**src/rtl/sccb_slave.sv**
```systemverilog
`timescale 1ns/1ps
// -----------------------------------------------------------------------------
// sccb_slave
// SCCB responder. SCL/SDA are oversampled on clk and decoded into
// ID / sub-address / data phases. 3-phase writes produce a one-cycle wr_en
// strobe. 2-phase writes only update rd_addr. A read ID (DEV_ID|1) shifts
// rd_data out MSB first on the open-drain SDA line.
//
// Optional feature: define SCCB_ACK_EN to drive ACK in the 9th bit of the
// ID, ADDR and DATA phases of a frame whose ID matches.
//
// Ports:
//   clk      in   system clock (>= 16x SCL)
//   reset_n  in   asynchronous active-low reset
//   scl      in   SCCB clock from master
//   sda_in   in   SDA as read at the pad
//   sda_oe   out  1 = pull SDA low (never driven high)
//   wr_en    out  one-cycle strobe when a 3-phase write completes
//   wr_addr  out  write register address (held after wr_en)
//   wr_data  out  write data (held after wr_en)
//   rd_addr  out  last sub-address received in a write frame
//   rd_data  in   register contents at rd_addr
//   busy     out  high between a detected START and a detected STOP
// -----------------------------------------------------------------------------
module sccb_slave #(
    parameter logic [7:0] DEV_ID      = 8'h42,
    parameter int         SYNC_STAGES = 2
) (
    input  logic       clk,
    input  logic       reset_n,
    input  logic       scl,
    input  logic       sda_in,
    output logic       sda_oe,
    output logic       wr_en,
    output logic [7:0] wr_addr,
    output logic [7:0] wr_data,
    output logic [7:0] rd_addr,
    input  logic [7:0] rd_data,
    output logic       busy
);

`ifdef SCCB_ACK_EN
    localparam logic ACK_EN = 1'b1;
`else
    localparam logic ACK_EN = 1'b0;
`endif

    localparam logic [7:0] RD_ID = DEV_ID | 8'h01;

    typedef enum logic [2:0] {
        ST_IDLE   = 3'd0,
        ST_ID     = 3'd1,
        ST_ADDR   = 3'd2,
        ST_DATA   = 3'd3,
        ST_RD     = 3'd4,
        ST_IGNORE = 3'd5
    } state_t;

    logic [SYNC_STAGES-1:0] scl_sync_r, sda_sync_r;
    logic                   scl_prev_r, sda_prev_r;
    logic                   scl_s, sda_s;
    logic                   scl_rise_s, scl_fall_s, start_s, stop_s;

    state_t      state_r, state_nxt;
    logic [3:0]  cnt_r, cnt_nxt;       // 0-7 data bits, 8 = in 9th bit, 9 = 9th bit sampled
    logic [7:0]  shift_r, shift_nxt;
    logic [7:0]  byte_s;
    logic        oe_r, oe_nxt;
    logic        busy_r, busy_nxt;
    logic        wr_en_r, wr_en_nxt;
    logic [7:0]  wr_addr_r, wr_addr_nxt;
    logic [7:0]  wr_data_r, wr_data_nxt;
    logic [7:0]  rd_addr_r, rd_addr_nxt;

    // Input synchronizers plus one extra delayed copy for edge detection
    always_ff @(posedge clk or negedge reset_n) begin
        if (!reset_n) begin
            scl_sync_r <= {SYNC_STAGES{1'b1}};
            sda_sync_r <= {SYNC_STAGES{1'b1}};
            scl_prev_r <= 1'b1;
            sda_prev_r <= 1'b1;
        end else begin
            scl_sync_r <= {scl_sync_r[SYNC_STAGES-2:0], scl};
            sda_sync_r <= {sda_sync_r[SYNC_STAGES-2:0], sda_in};
            scl_prev_r <= scl_sync_r[SYNC_STAGES-1];
            sda_prev_r <= sda_sync_r[SYNC_STAGES-1];
        end
    end

    assign scl_s      = scl_sync_r[SYNC_STAGES-1];
    assign sda_s      = sda_sync_r[SYNC_STAGES-1];
    assign scl_rise_s = scl_s & ~scl_prev_r;
    assign scl_fall_s = ~scl_s & scl_prev_r;
    assign start_s    = scl_s & scl_prev_r & sda_prev_r & ~sda_s;
    assign stop_s     = scl_s & scl_prev_r & ~sda_prev_r & sda_s;
    assign byte_s     = {shift_r[6:0], sda_s};

    // FSM and datapath state registers
    always_ff @(posedge clk or negedge reset_n) begin
        if (!reset_n) begin
            state_r   <= ST_IDLE;
            cnt_r     <= 4'd0;
            shift_r   <= 8'd0;
            oe_r      <= 1'b0;
            busy_r    <= 1'b0;
            wr_en_r   <= 1'b0;
            wr_addr_r <= 8'd0;
            wr_data_r <= 8'd0;
            rd_addr_r <= 8'd0;
        end else begin
            state_r   <= state_nxt;
            cnt_r     <= cnt_nxt;
            shift_r   <= shift_nxt;
            oe_r      <= oe_nxt;
            busy_r    <= busy_nxt;
            wr_en_r   <= wr_en_nxt;
            wr_addr_r <= wr_addr_nxt;
            wr_data_r <= wr_data_nxt;
            rd_addr_r <= rd_addr_nxt;
        end
    end

    // Next-state and datapath decode; bus conditions win over SCL edges
    always_comb begin
        state_nxt   = state_r;
        cnt_nxt     = cnt_r;
        shift_nxt   = shift_r;
        oe_nxt      = oe_r;
        busy_nxt    = busy_r;
        wr_en_nxt   = 1'b0;
        wr_addr_nxt = wr_addr_r;
        wr_data_nxt = wr_data_r;
        rd_addr_nxt = rd_addr_r;

        if (start_s) begin
            state_nxt = ST_ID;
            cnt_nxt   = 4'd0;
            oe_nxt    = 1'b0;
            busy_nxt  = 1'b1;
        end else if (stop_s) begin
            state_nxt = ST_IDLE;
            cnt_nxt   = 4'd0;
            oe_nxt    = 1'b0;
            busy_nxt  = 1'b0;
        end else if (scl_rise_s) begin
            case (state_r)
                ST_ID, ST_ADDR, ST_DATA: begin
                    if (cnt_r < 4'd8) begin
                        shift_nxt = byte_s;
                    end else begin
                        shift_nxt = shift_r;
                    end
                    if (cnt_r < 4'd9) begin
                        cnt_nxt = cnt_r + 4'd1;
                    end else begin
                        cnt_nxt = cnt_r;
                    end
                    // Byte is complete on the LSB sample; wr_addr moves only
                    // together with wr_data so an aborted DATA phase leaves both.
                    if (cnt_r == 4'd7 && state_r == ST_ADDR) begin
                        rd_addr_nxt = byte_s;
                    end else if (cnt_r == 4'd7 && state_r == ST_DATA) begin
                        wr_en_nxt   = 1'b1;
                        wr_data_nxt = byte_s;
                        wr_addr_nxt = rd_addr_r;
                    end else begin
                        rd_addr_nxt = rd_addr_r;
                    end
                end
                ST_RD: begin
                    if (cnt_r < 4'd9) begin
                        cnt_nxt = cnt_r + 4'd1;
                    end else begin
                        cnt_nxt = cnt_r;
                    end
                end
                default: begin
                    cnt_nxt = cnt_r;
                end
            endcase
        end else if (scl_fall_s) begin
            // Phase transitions happen on the fall after the 9th bit so SDA
            // only ever changes while SCL is low.
            case (state_r)
                ST_ID: begin
                    if (cnt_r == 4'd8) begin
                        oe_nxt = ACK_EN & ((shift_r == DEV_ID) | (shift_r == RD_ID));
                    end else if (cnt_r == 4'd9) begin
                        cnt_nxt = 4'd0;
                        if (shift_r == DEV_ID) begin
                            state_nxt = ST_ADDR;
                            oe_nxt    = 1'b0;
                        end else if (shift_r == RD_ID) begin
                            state_nxt = ST_RD;
                            shift_nxt = rd_data;
                            oe_nxt    = ~rd_data[7];
                        end else begin
                            state_nxt = ST_IGNORE;
                            oe_nxt    = 1'b0;
                        end
                    end else begin
                        oe_nxt = 1'b0;
                    end
                end
                ST_ADDR, ST_DATA: begin
                    if (cnt_r == 4'd8) begin
                        oe_nxt = ACK_EN;
                    end else if (cnt_r == 4'd9) begin
                        cnt_nxt   = 4'd0;
                        oe_nxt    = 1'b0;
                        state_nxt = (state_r == ST_ADDR) ? ST_DATA : ST_IGNORE;
                    end else begin
                        oe_nxt = 1'b0;
                    end
                end
                ST_RD: begin
                    if (cnt_r < 4'd8) begin
                        shift_nxt = {shift_r[6:0], 1'b0};
                        oe_nxt    = ~shift_r[6];
                    end else if (cnt_r == 4'd8) begin
                        oe_nxt = 1'b0;
                    end else begin
                        oe_nxt    = 1'b0;
                        cnt_nxt   = 4'd0;
                        state_nxt = ST_IGNORE;
                    end
                end
                default: begin
                    oe_nxt = 1'b0;
                end
            endcase
        end else begin
            state_nxt = state_r;
        end
    end

    assign sda_oe  = oe_r;
    assign wr_en   = wr_en_r;
    assign wr_addr = wr_addr_r;
    assign wr_data = wr_data_r;
    assign rd_addr = rd_addr_r;
    assign busy    = busy_r;

endmodule

```
**config.mk**
```make
export PLATFORM = sky130hd
export DESIGN_NAME = sccb_slave
export DESIGN_NICKNAME = d
export VERILOG_FILES = /design/src/rtl/sccb_slave.sv
export SDC_FILE = /design/constraint.sdc
export NUM_CORES = 1
export LEC_CHECK = 0
export CAP_MARGIN = 20
export CORE_UTILIZATION = 55
export CTS_BUF_LIST = sky130_fd_sc_hd__clkbuf_8
export DETAILED_ROUTE_END_ITERATION = 6
export PLACE_DENSITY = 0.79
export SLEW_MARGIN = 20
export SYNTH_ARGS = -nofsm -noshare
export SYNTH_HDL_FRONTEND = slang
export SYNTH_SLANG_ARGS = --single-unit
```
**constraint.sdc**
```tcl
create_clock -name clk -period 2.4 [get_ports clk]
set_clock_uncertainty 0.05 [all_clocks]
set_input_delay 0.48 -clock clk [delete_from_list [all_inputs] [get_ports clk]]
set_output_delay 0.48 -clock clk [all_outputs]
set_load 0.1 [all_outputs]
```
==> results of run 1 <==
state kept, by name (all words and copies together), names as in the netlist:
signal and cells:
wr_en 1, sda_oe 1, shift_r 8, sda_sync_r 2, scl_sync_r 2, scl_prev_r 1, state_r 3, rd_addr 8
busy 1, wr_addr 8, sda_prev_r 1, wr_data 8, cnt_r 4
worst paths after layout:
path,from,end,slack (ns),cells after the start
max reg2reg,cnt_r[0],shift_r[7],0.15,8
min,reset_n,cnt_r[3],0.03,1
min reg2reg,scl_sync_r[0],scl_sync_r[1],0.31,0
min in group clk,scl_sync_r[0],scl_sync_r[1],0.31,0
max in group asynchronous,reset_n,scl_prev_r,1.65,2
max,cnt_r[0],shift_r[7],0.15,8
routing by layer:
layer | vias up | GRT usage | share of wire
li1 | 772 | - | -
met1 | 811 | 0.3526 | 0.49
met3 | 8 | 0.05068 | 0.031
met2 | 32 | 0.3527 | 0.46
met4 | 0 | 0.09574 | 0.017
met5 | - | 0 | 0
power breakdown:
part	internal [uW]	switching, uW	total, uW
registers	915	151	1070
logic	315	303	618
clock network	230	268	498
placed cells by master (no fill, tap or decap), types with 3 or more instances in the layout:
master / n
dfrtp_1: 42
buf_4: 39
mux2_2: 31
nor2_1: 10
clkdlybuf4s50_1: 10
inv_1: 9
mux2_4: 9
nand2_1: 6
a21oi_1: 6
clkbuf_8: 6
dfstp_2: 6
nand3_1: 5
nor3_1: 5
ha_1: 5
nor2b_1: 3
nand2b_1: 3
layout make-up:
| type | count | area share |
|---|---|---|
| Timing Repair Buffer | 51 | 0.1424 |
| Sequential cell | 48 | 0.4205 |
| Multi-Input combinational cell | 122 | 0.3718 |
| Tap cell | 50 | 0.02177 |
| Clock buffer | 6 | 0.02873 |
| Inverter | 9 | 0.01175 |
| Clock inverter | 1 | 0.003047 |
stage by stage:
| step | setup slack (ns) | hold slack, ns | power [uW] | area (um2) | utilization |
|---|---|---|---|---|---|
| 6_report | 0.1510 | 0.02682 | 2183 | 2874 | 0.7083 |
| 5_1_grt | 0.02160 | 0.04499 | 2321 | 2874 | 0.7083 |
| 4_1_cts | 0.08966 | 0.03778 | 2190 | 2868 | 0.7068 |
| 3_5_place_dp | 0.1117 | 0.2982 | 1694 | 2776 | 0.6842 |
| 3_3_place_gp | 0.1623 | 0.2988 | 1667 | 2776 | 0.6842 |
| 2_1_floorplan | 0.2012 | 0.1344 | 1511 | 2367 | - |
logic make-up (layout without fill, tap and decap cells):
logic type	after synthesis	count (layout)
AND/OR/NAND/NOR	49	49
adder cells (fa/ha/maj)	6	6
buffers and inverters	16	67
XOR/XNOR	1	1
AO/OA/AOI/OAI	25	25
multiplexers	41	41
flip-flops	48	48
==> impl_metrics.env, run 1 <==
export IMPL_ys_types=48
export IMPL_hp_class="input pin to asynchronous set/reset pin"
export IMPL_drive_gt1_frac=0.4346
export IMPL_syn_inst=186
export IMPL_crit_slowest_cell="dfrtp_1"
export IMPL_die_x_um=67.61
export IMPL_crit_fanout=8
export IMPL_max_slew_worst_pin_slew_ns=0.7018
export IMPL_fin_tns_setup_ns=0
export IMPL_p_leak_uw=0.001397
export IMPL_grt_util_all_layers=0.2432
export IMPL_cpPeakStageDelay_ns=0.36
export IMPL_yosys_warnings=0
export IMPL_syn_nets=204
export IMPL_vias=1623
export IMPL_yosys_area_top_type="dfrtp_1"
export IMPL_peakVddDrop_v=0.0006229
export IMPL_drt_first_pass_iters=4
export IMPL_seq_area_frac_synth=0.5106
export IMPL_yosys_mux_area_fraction=0.2088
export IMPL_grt_pass1_wl_mm=7.921
export IMPL_maxSlewViolCount=0
export IMPL_ant_nets=0
export IMPL_rsz0062_at_grt="no"
export IMPL_cap_viol_max_count=0
export IMPL_antenna_found_initial=0
export IMPL_ys_top_cells_by_area="dfrtp_1 (44%), mux2_2 (15%), dfstp_2 (6.7%)"
export IMPL_crit_arrival_ns=2.39
export IMPL_dp_cells=280
export IMPL_seqCellArea_um2=1209
export IMPL_synth_edff_count=0
export IMPL_clockBufferDepth=2
export IMPL_area_growth_pct=21.41
export IMPL_cp_start_kind="flop"
export IMPL_hold_buffers=0
export IMPL_instances_no_fill=287
export IMPL_cp_cell_sequence="inv_1 > ha_1 > nor4bb_1 > buf_4 > nand3_1 > a211oi_4 > buf_6 > mux2_2"
export IMPL_n_fill_cell=282
export IMPL_path_clk_slew_ns=0.09
export IMPL_synthSimpleGateAreaFrac=0.1205
export IMPL_start_util=0.5834
export IMPL_cp_required_ns=2.54
export IMPL_power_density_nw_per_um2=759.5
export IMPL_wl_per_cell_um=17.14
export IMPL_end_kind="flop"
export IMPL_cts_buffers=5
export IMPL_wirelength_mm=4.920
export IMPL_setup_viol=0
export IMPL_post_synth_top_count_cell="dfrtp_1"
export IMPL_cts_tree="done"
export IMPL_synth_top_family_by_area="multiplexers"
export IMPL_ctsResizeCount=0
export IMPL_fmax_mhz=444.7
export IMPL_drt_initial_drc_count=93
export IMPL_grt_overflow=0
export IMPL_numPortBuffers=38
export IMPL_synth_area_um2=2367
export IMPL_finalHoldViolCount=0
export IMPL_gp_congestion=0.8496
export IMPL_diodes=0
export IMPL_slew_headroom=0.5304
export IMPL_synth_compound_area_share=0.08562
export IMPL_synth_top_area_frac=0.4440
export IMPL_synth_common_cells="dfrtp_1 (42), mux2_2 (31), nor2_1 (10)"
export IMPL_post_route_min_period_ns=2.249
export IMPL_ys_async_sr_fraction=1.000
export IMPL_ys_ff_latch=48
export IMPL_root_buffer="clkbuf_8"
export IMPL_drc=0
export IMPL_status="finished clean"
export IMPL_period_share=0.9371
export IMPL_die_y_um=67.61
export IMPL_synthXorXnorAreaFrac=0.003700
export IMPL_setup_worst_path_class="flop to flop"
export IMPL_ios=39
export IMPL_cp_num_buf_inv=3
export IMPL_synth_fa_ha_area_frac=0.03171
export IMPL_clock_latency_ns=0.30
export IMPL_ys_flop_type="dfrtp_1"
export IMPL_multiInputGateArea_um2=1069
export IMPL_post_cts_buffers=0
export IMPL_rows=23
export IMPL_grt_max_degree=18
export IMPL_core_um2=4058
export IMPL_nets=255
export IMPL_dp_hpwl_mm=3.627
export IMPL_cp_top_family="buffers and inverters"
export IMPL_avgSynthCellArea_um2=12.73
export IMPL_vias_per_cell=5.655
export IMPL_clock_sinks=48
export IMPL_h_tree_depth=2
export IMPL_die_area_um2=4570
export IMPL_grt_pass1_vias=1557
(Power assumes the default switching activity.)
==> inputs of run 2 (changes only) <==
--- a/config.mk
+++ b/config.mk
@@ -5,10 +5,11 @@
 export SDC_FILE = /design/constraint.sdc
 export NUM_CORES = 1
 export LEC_CHECK = 0
-export CAP_MARGIN = 20
+export CAP_MARGIN = 10
 export CORE_UTILIZATION = 55
 export CTS_BUF_LIST = sky130_fd_sc_hd__clkbuf_8
 export DETAILED_ROUTE_END_ITERATION = 6
+export MAX_ROUTING_LAYER = met4
 export PLACE_DENSITY = 0.79
 export SLEW_MARGIN = 20
 export SYNTH_ARGS = -nofsm -noshare
==> impl_metrics.env, run 2 (synthesized netlist as in run 1, its figures left out) <==
export IMPL_cts_tree="done"
export IMPL_rrSetupSlack_ns=0.13
export IMPL_fin_area_um2=2873
export IMPL_root_buffer="clkbuf_8"
export IMPL_diodes=0
export IMPL_ios=39
export IMPL_drt_initial_drc_count=118
export IMPL_end_kind="flop"
export IMPL_clock_latency_ns=0.30
export IMPL_crit_start="scl_sync_r[1]"
export IMPL_slew_headroom=0.5543
export IMPL_clockBufferDepth=2
export IMPL_instances_no_fill=288
export IMPL_setup_viol=0
export IMPL_setup_worst_path_class="flop to flop"
export IMPL_area_growth_pct=21.35
export IMPL_die_y_um=67.61
export IMPL_cp_num_buf_inv=3
export IMPL_cp_start_kind="flop"
export IMPL_place_ws_ns=0.1328
export IMPL_final_common_cell="dfrtp_1"
export IMPL_antenna_found_initial=0
export IMPL_r2r_end="shift_r[4]"
export IMPL_rows=23
export IMPL_maxSlewViolCount=0
export IMPL_cp_cell_sequence="ha_1 > buf_4 > inv_1 > a21oi_1 > o211ai_2 > a211oi_4 > buf_4 > mux2_2"
export IMPL_clock_sinks=48
export IMPL_critPathCapture="shift_r[4]"
export IMPL_cp_required_ns=2.54
export IMPL_max_slew_worst_pin_slew_ns=0.6661
export IMPL_mostFrequentLayoutCells="dfrtp_1 (42), buf_4 (40), mux2_2 (31), nor2_1 (10), clkdlybuf4s50_1 (10)"
export IMPL_wirelength_mm=4.771
export IMPL_period_share=0.9447
export IMPL_ctsResizeCount=0
export IMPL_grt_max_degree=22
export IMPL_place_area_um2=2776
export IMPL_crit_slowest_cell="dfstp_2"
export IMPL_cap_viol_max_count=0
export IMPL_path_clk_slew_ns=0.09
export IMPL_finalHoldViolCount=0
export IMPL_nets=255
export IMPL_power_density_nw_per_um2=769.8
export IMPL_crit_fanout=9
export IMPL_grt_pass1_wl_mm=7.707
export IMPL_h_tree_depth=2
export IMPL_rsz0062_at_grt="no"
export IMPL_cp_top_family="flip-flops"
export IMPL_core_um2=4058
export IMPL_grt_util_all_layers=0.2393
export IMPL_fin_tns_setup_ns=0
export IMPL_r2r_start="scl_sync_r[1]"
export IMPL_drt_first_pass_iters=4
export IMPL_reg2reg_depth=8
export IMPL_gp_congestion=0.8330
export IMPL_grt_overflow=0
export IMPL_peakVddDrop_v=0.0005468
export IMPL_ant_nets=0
export IMPL_cpPeakStageDelay_ns=0.57
export IMPL_hp_class="input pin to asynchronous set/reset pin"
export IMPL_holdWs_ns=0.06908
export IMPL_vias_per_cell=5.569
export IMPL_post_cts_buffers=0
export IMPL_wl_per_cell_um=16.57
export IMPL_cts_buffers=5
export IMPL_fmax_mhz=441.1
export IMPL_dp_hpwl_mm=3.556
export IMPL_post_route_min_period_ns=2.267
export IMPL_die_x_um=67.61
export IMPL_setup_slack_ns=0.1328
export IMPL_drive_gt1_frac=0.4328
export IMPL_path_depth=8
export IMPL_drc=0
export IMPL_die_area_um2=4570
export IMPL_cp_common_cell="buf_4"
export IMPL_crit_arrival_ns=2.40
export IMPL_numPortBuffers=38
export IMPL_hold_buffers=0
export IMPL_status="finished clean"
export IMPL_vias=1604
export IMPL_grt_pass1_vias=1624
export IMPL_start_util=0.5834
export IMPL_p_leak_uw=0.001404
export IMPL_dp_cells=280
## run 2: cell types whose count changed in the layout (fill, tap and decap cells not counted)
cell      change
buf_4         +1
buf_6         -1
clkinv_2      +1
clkinv_4      -1
ha_1          +1
ha_2          -1
inv_6         +1
## run 2: layout make-up
class	count	area (um2)
Tap cell	50	62.56
Multi-Input combinational cell	122	1066
Sequential cell	48	1209
Fill cell	301	1185
Timing Repair Buffer	51	405.4
Inverter	9	33.78
Clock inverter	2	13.76
Clock buffer	6	82.58
## run 2: worst min path at each step
stage	slack [ns]	to	from
after global routing	0.10	cnt_r[3]	reset_n
after CTS	0.08	cnt_r[3]	reset_n
after floorplan	0.13	busy	reset_n
after detailed placement	0.30	scl_sync_r[1]	scl_sync_r[0]
after global placement	0.30	scl_sync_r[1]	scl_sync_r[0]
final	0.07	cnt_r[3]	reset_n
## run 2: worst reg2reg max path, delay by kind of cell (launching register included)
family | cells | cell delay [ns]
flops | 1 | 0.57
mux | 1 | 0.34
fa+ha+maj | 1 | 0.29
buf+inv | 3 | 0.45
compound gates | 3 | 0.47
## run 2: stage by stage
step | util | power, uW
final | 0.7080 | 2211
after global routing | 0.7080 | 2337
after CTS | 0.7080 | 2227
after detailed placement | 0.6842 | 1713
after global placement | 0.6842 | 1708
after floorplan | - | 1511
## run 2: routing by layer
layer | track usage | part of all wire | routed length (um) | vias up
li1 | - | - | - | 773
met5 | - | 0 | 0 | -
met1 | 0.3190 | 0.49 | 2322 | 784
met3 | 0.05405 | 0.038 | 180 | 6
met2 | 0.3663 | 0.47 | 2234 | 41
met4 | 0.06117 | 0.0071 | 34 | 0
## run 2: power breakdown
group	switching [uW]	internal, uW
Combinational	328	328
Sequential	133	915
Clock	272	236
Total	733	1480
==> inputs of run 3 (changes only) <==
--- a/config.mk
+++ b/config.mk
@@ -9,6 +9,7 @@
 export CORE_UTILIZATION = 55
 export CTS_BUF_LIST = sky130_fd_sc_hd__clkbuf_8
 export DETAILED_ROUTE_END_ITERATION = 6
+export GPL_ROUTABILITY_DRIVEN = 0
 export MAX_ROUTING_LAYER = met4
 export PLACE_DENSITY = 0.79
 export SLEW_MARGIN = 20
==> impl_metrics.env, run 3 (synthesized netlist as in run 1, its figures left out) <==
export IMPL_mostFrequentLayoutCells="dfrtp_1 (42), buf_4 (39), mux2_2 (31), inv_1 (11), clkdlybuf4s50_1 (10)"
export IMPL_die_x_um=67.61
export IMPL_rsz0062_at_grt="no"
export IMPL_fin_area_um2=2863
export IMPL_grt_overflow=0
export IMPL_slew_headroom=0.6005
export IMPL_vias_per_cell=5.854
export IMPL_utilization=0.7055
export IMPL_grt_max_degree=49
export IMPL_cts_buffers=5
export IMPL_post_route_min_period_ns=2.331
export IMPL_h_tree_depth=2
export IMPL_vias=1680
export IMPL_cp_start_kind="flop"
export IMPL_rrSetupSlack_ns=0.07
export IMPL_cp_required_ns=2.54
export IMPL_seqCellArea_um2=1209
export IMPL_grt_util_all_layers=0.2574
export IMPL_p_leak_uw=0.001398
export IMPL_setup_viol=0
export IMPL_power_density_nw_per_um2=766.5
export IMPL_ant_nets=0
export IMPL_final_common_cell="dfrtp_1"
export IMPL_end_kind="flop"
export IMPL_antenna_found_initial=0
export IMPL_cap_viol_max_count=0
export IMPL_drt_first_pass_iters=4
export IMPL_drive_gt1_frac=0.4304
export IMPL_drc=0
export IMPL_status="finished clean"
export IMPL_holdWs_ns=0.2069
export IMPL_fin_tns_setup_ns=0
export IMPL_period_share=0.9711
export IMPL_grt_pass1_wl_mm=8.383
export IMPL_place_area_um2=2769
export IMPL_reg2reg_depth=5
export IMPL_clockBufferDepth=2
export IMPL_die_y_um=67.61
export IMPL_crit_start="scl_sync_r[1]"
export IMPL_dp_hpwl_mm=3.553
export IMPL_wirelength_mm=5.082
export IMPL_dp_cells=279
export IMPL_area_growth_pct=20.93
export IMPL_core_um2=4058
export IMPL_n_fill_cell=289
export IMPL_crit_arrival_ns=2.47
export IMPL_nets=254
export IMPL_numPortBuffers=38
export IMPL_clock_sinks=48
export IMPL_grt_pass1_vias=1720
export IMPL_instances_no_fill=287
export IMPL_diodes=0
export IMPL_wl_per_cell_um=17.71
export IMPL_clock_latency_ns=0.30
export IMPL_start_util=0.5834
export IMPL_setup_worst_path_class="flop to flop"
export IMPL_cts_tree="done"
export IMPL_path_clk_slew_ns=0.09
export IMPL_fmax_mhz=429.1
export IMPL_ios=39
export IMPL_crit_fanout=8
export IMPL_die_area_um2=4570
export IMPL_rows=23
export IMPL_multiInputGateArea_um2=1075
export IMPL_finalHoldViolCount=0
export IMPL_maxSlewViolCount=0
export IMPL_root_buffer="clkbuf_8"
export IMPL_hp_class="input pin to asynchronous set/reset pin"
export IMPL_max_slew_worst_pin_slew_ns=0.5993
export IMPL_peakVddDrop_v=0.0006028
export IMPL_drt_initial_drc_count=110
export IMPL_r2r_end="wr_addr[4]"
export IMPL_r2r_start="scl_sync_r[1]"
export IMPL_post_cts_buffers=0
==> run 3: changes by cell type in the layout (fill, tap and decap cells not counted) <==
cell,change
buf_4,-1
clkbuf_8,-1
clkinv_2,-1
clkinv_4,+1
inv_1,+2
inv_6,-1
nor2_1,-1
nor2_2,+1
nor4bb_1,-1
nor4bb_2,+1
==> run 3: worst max path at each step <==
stage / end
after floorplan: shift_r[0]
after CTS: shift_r[5]
after global routing: shift_r[0]
after global placement: shift_r[0]
after detailed placement: shift_r[5]
final: wr_addr[4]
==> run 3: area by class of cell <==
type	count	share of cell area
clock inverter	3	0.005682
clock buffer	5	0.02404
timing repair buffer	50	0.1390
tap	50	0.02185
multi-input combinational	122	0.3754
inverter	9	0.01180
sequential	48	0.4222
==> run 3: timing repair <==
item	CTS	global route
gates resized for setup	0	2
hold endpoints to repair	0	0
hold buffers	0	0
endpoints found under the setup margin	0	10
==> run 3: worst max-delay path: stages (launching register included) <==
cell     delay [ns]
dfstp_2        0.57
ha_1           0.35
nand2_2        0.15
or4b_1         0.58
buf_4          0.22
mux2_4         0.30
==> run 3: routing by layer <==
layer | GRT usage | part of all wire
met1 | 0.3478 | 0.45
met2 | 0.3824 | 0.48
met3 | 0.05405 | 0.044
met4 | 0.08777 | 0.020
met5 | - | 0
==> run 3: per-stage QoR <==
step | setup slack, ns | total power (uW)
after floorplan | 0.2012 | 1511
after global placement | 0.1026 | 1670
after detailed placement | 0.08023 | 1718
after CTS | 0.05609 | 2192
after global routing | 0.01341 | 2303
final | 0.06944 | 2194
==> run 3: report_power, final <==
group / internal (uW) / switching [uW]
clock: 200 / 274
combinational: 328 / 344
sequential: 915 / 133
total: 1440 / 751
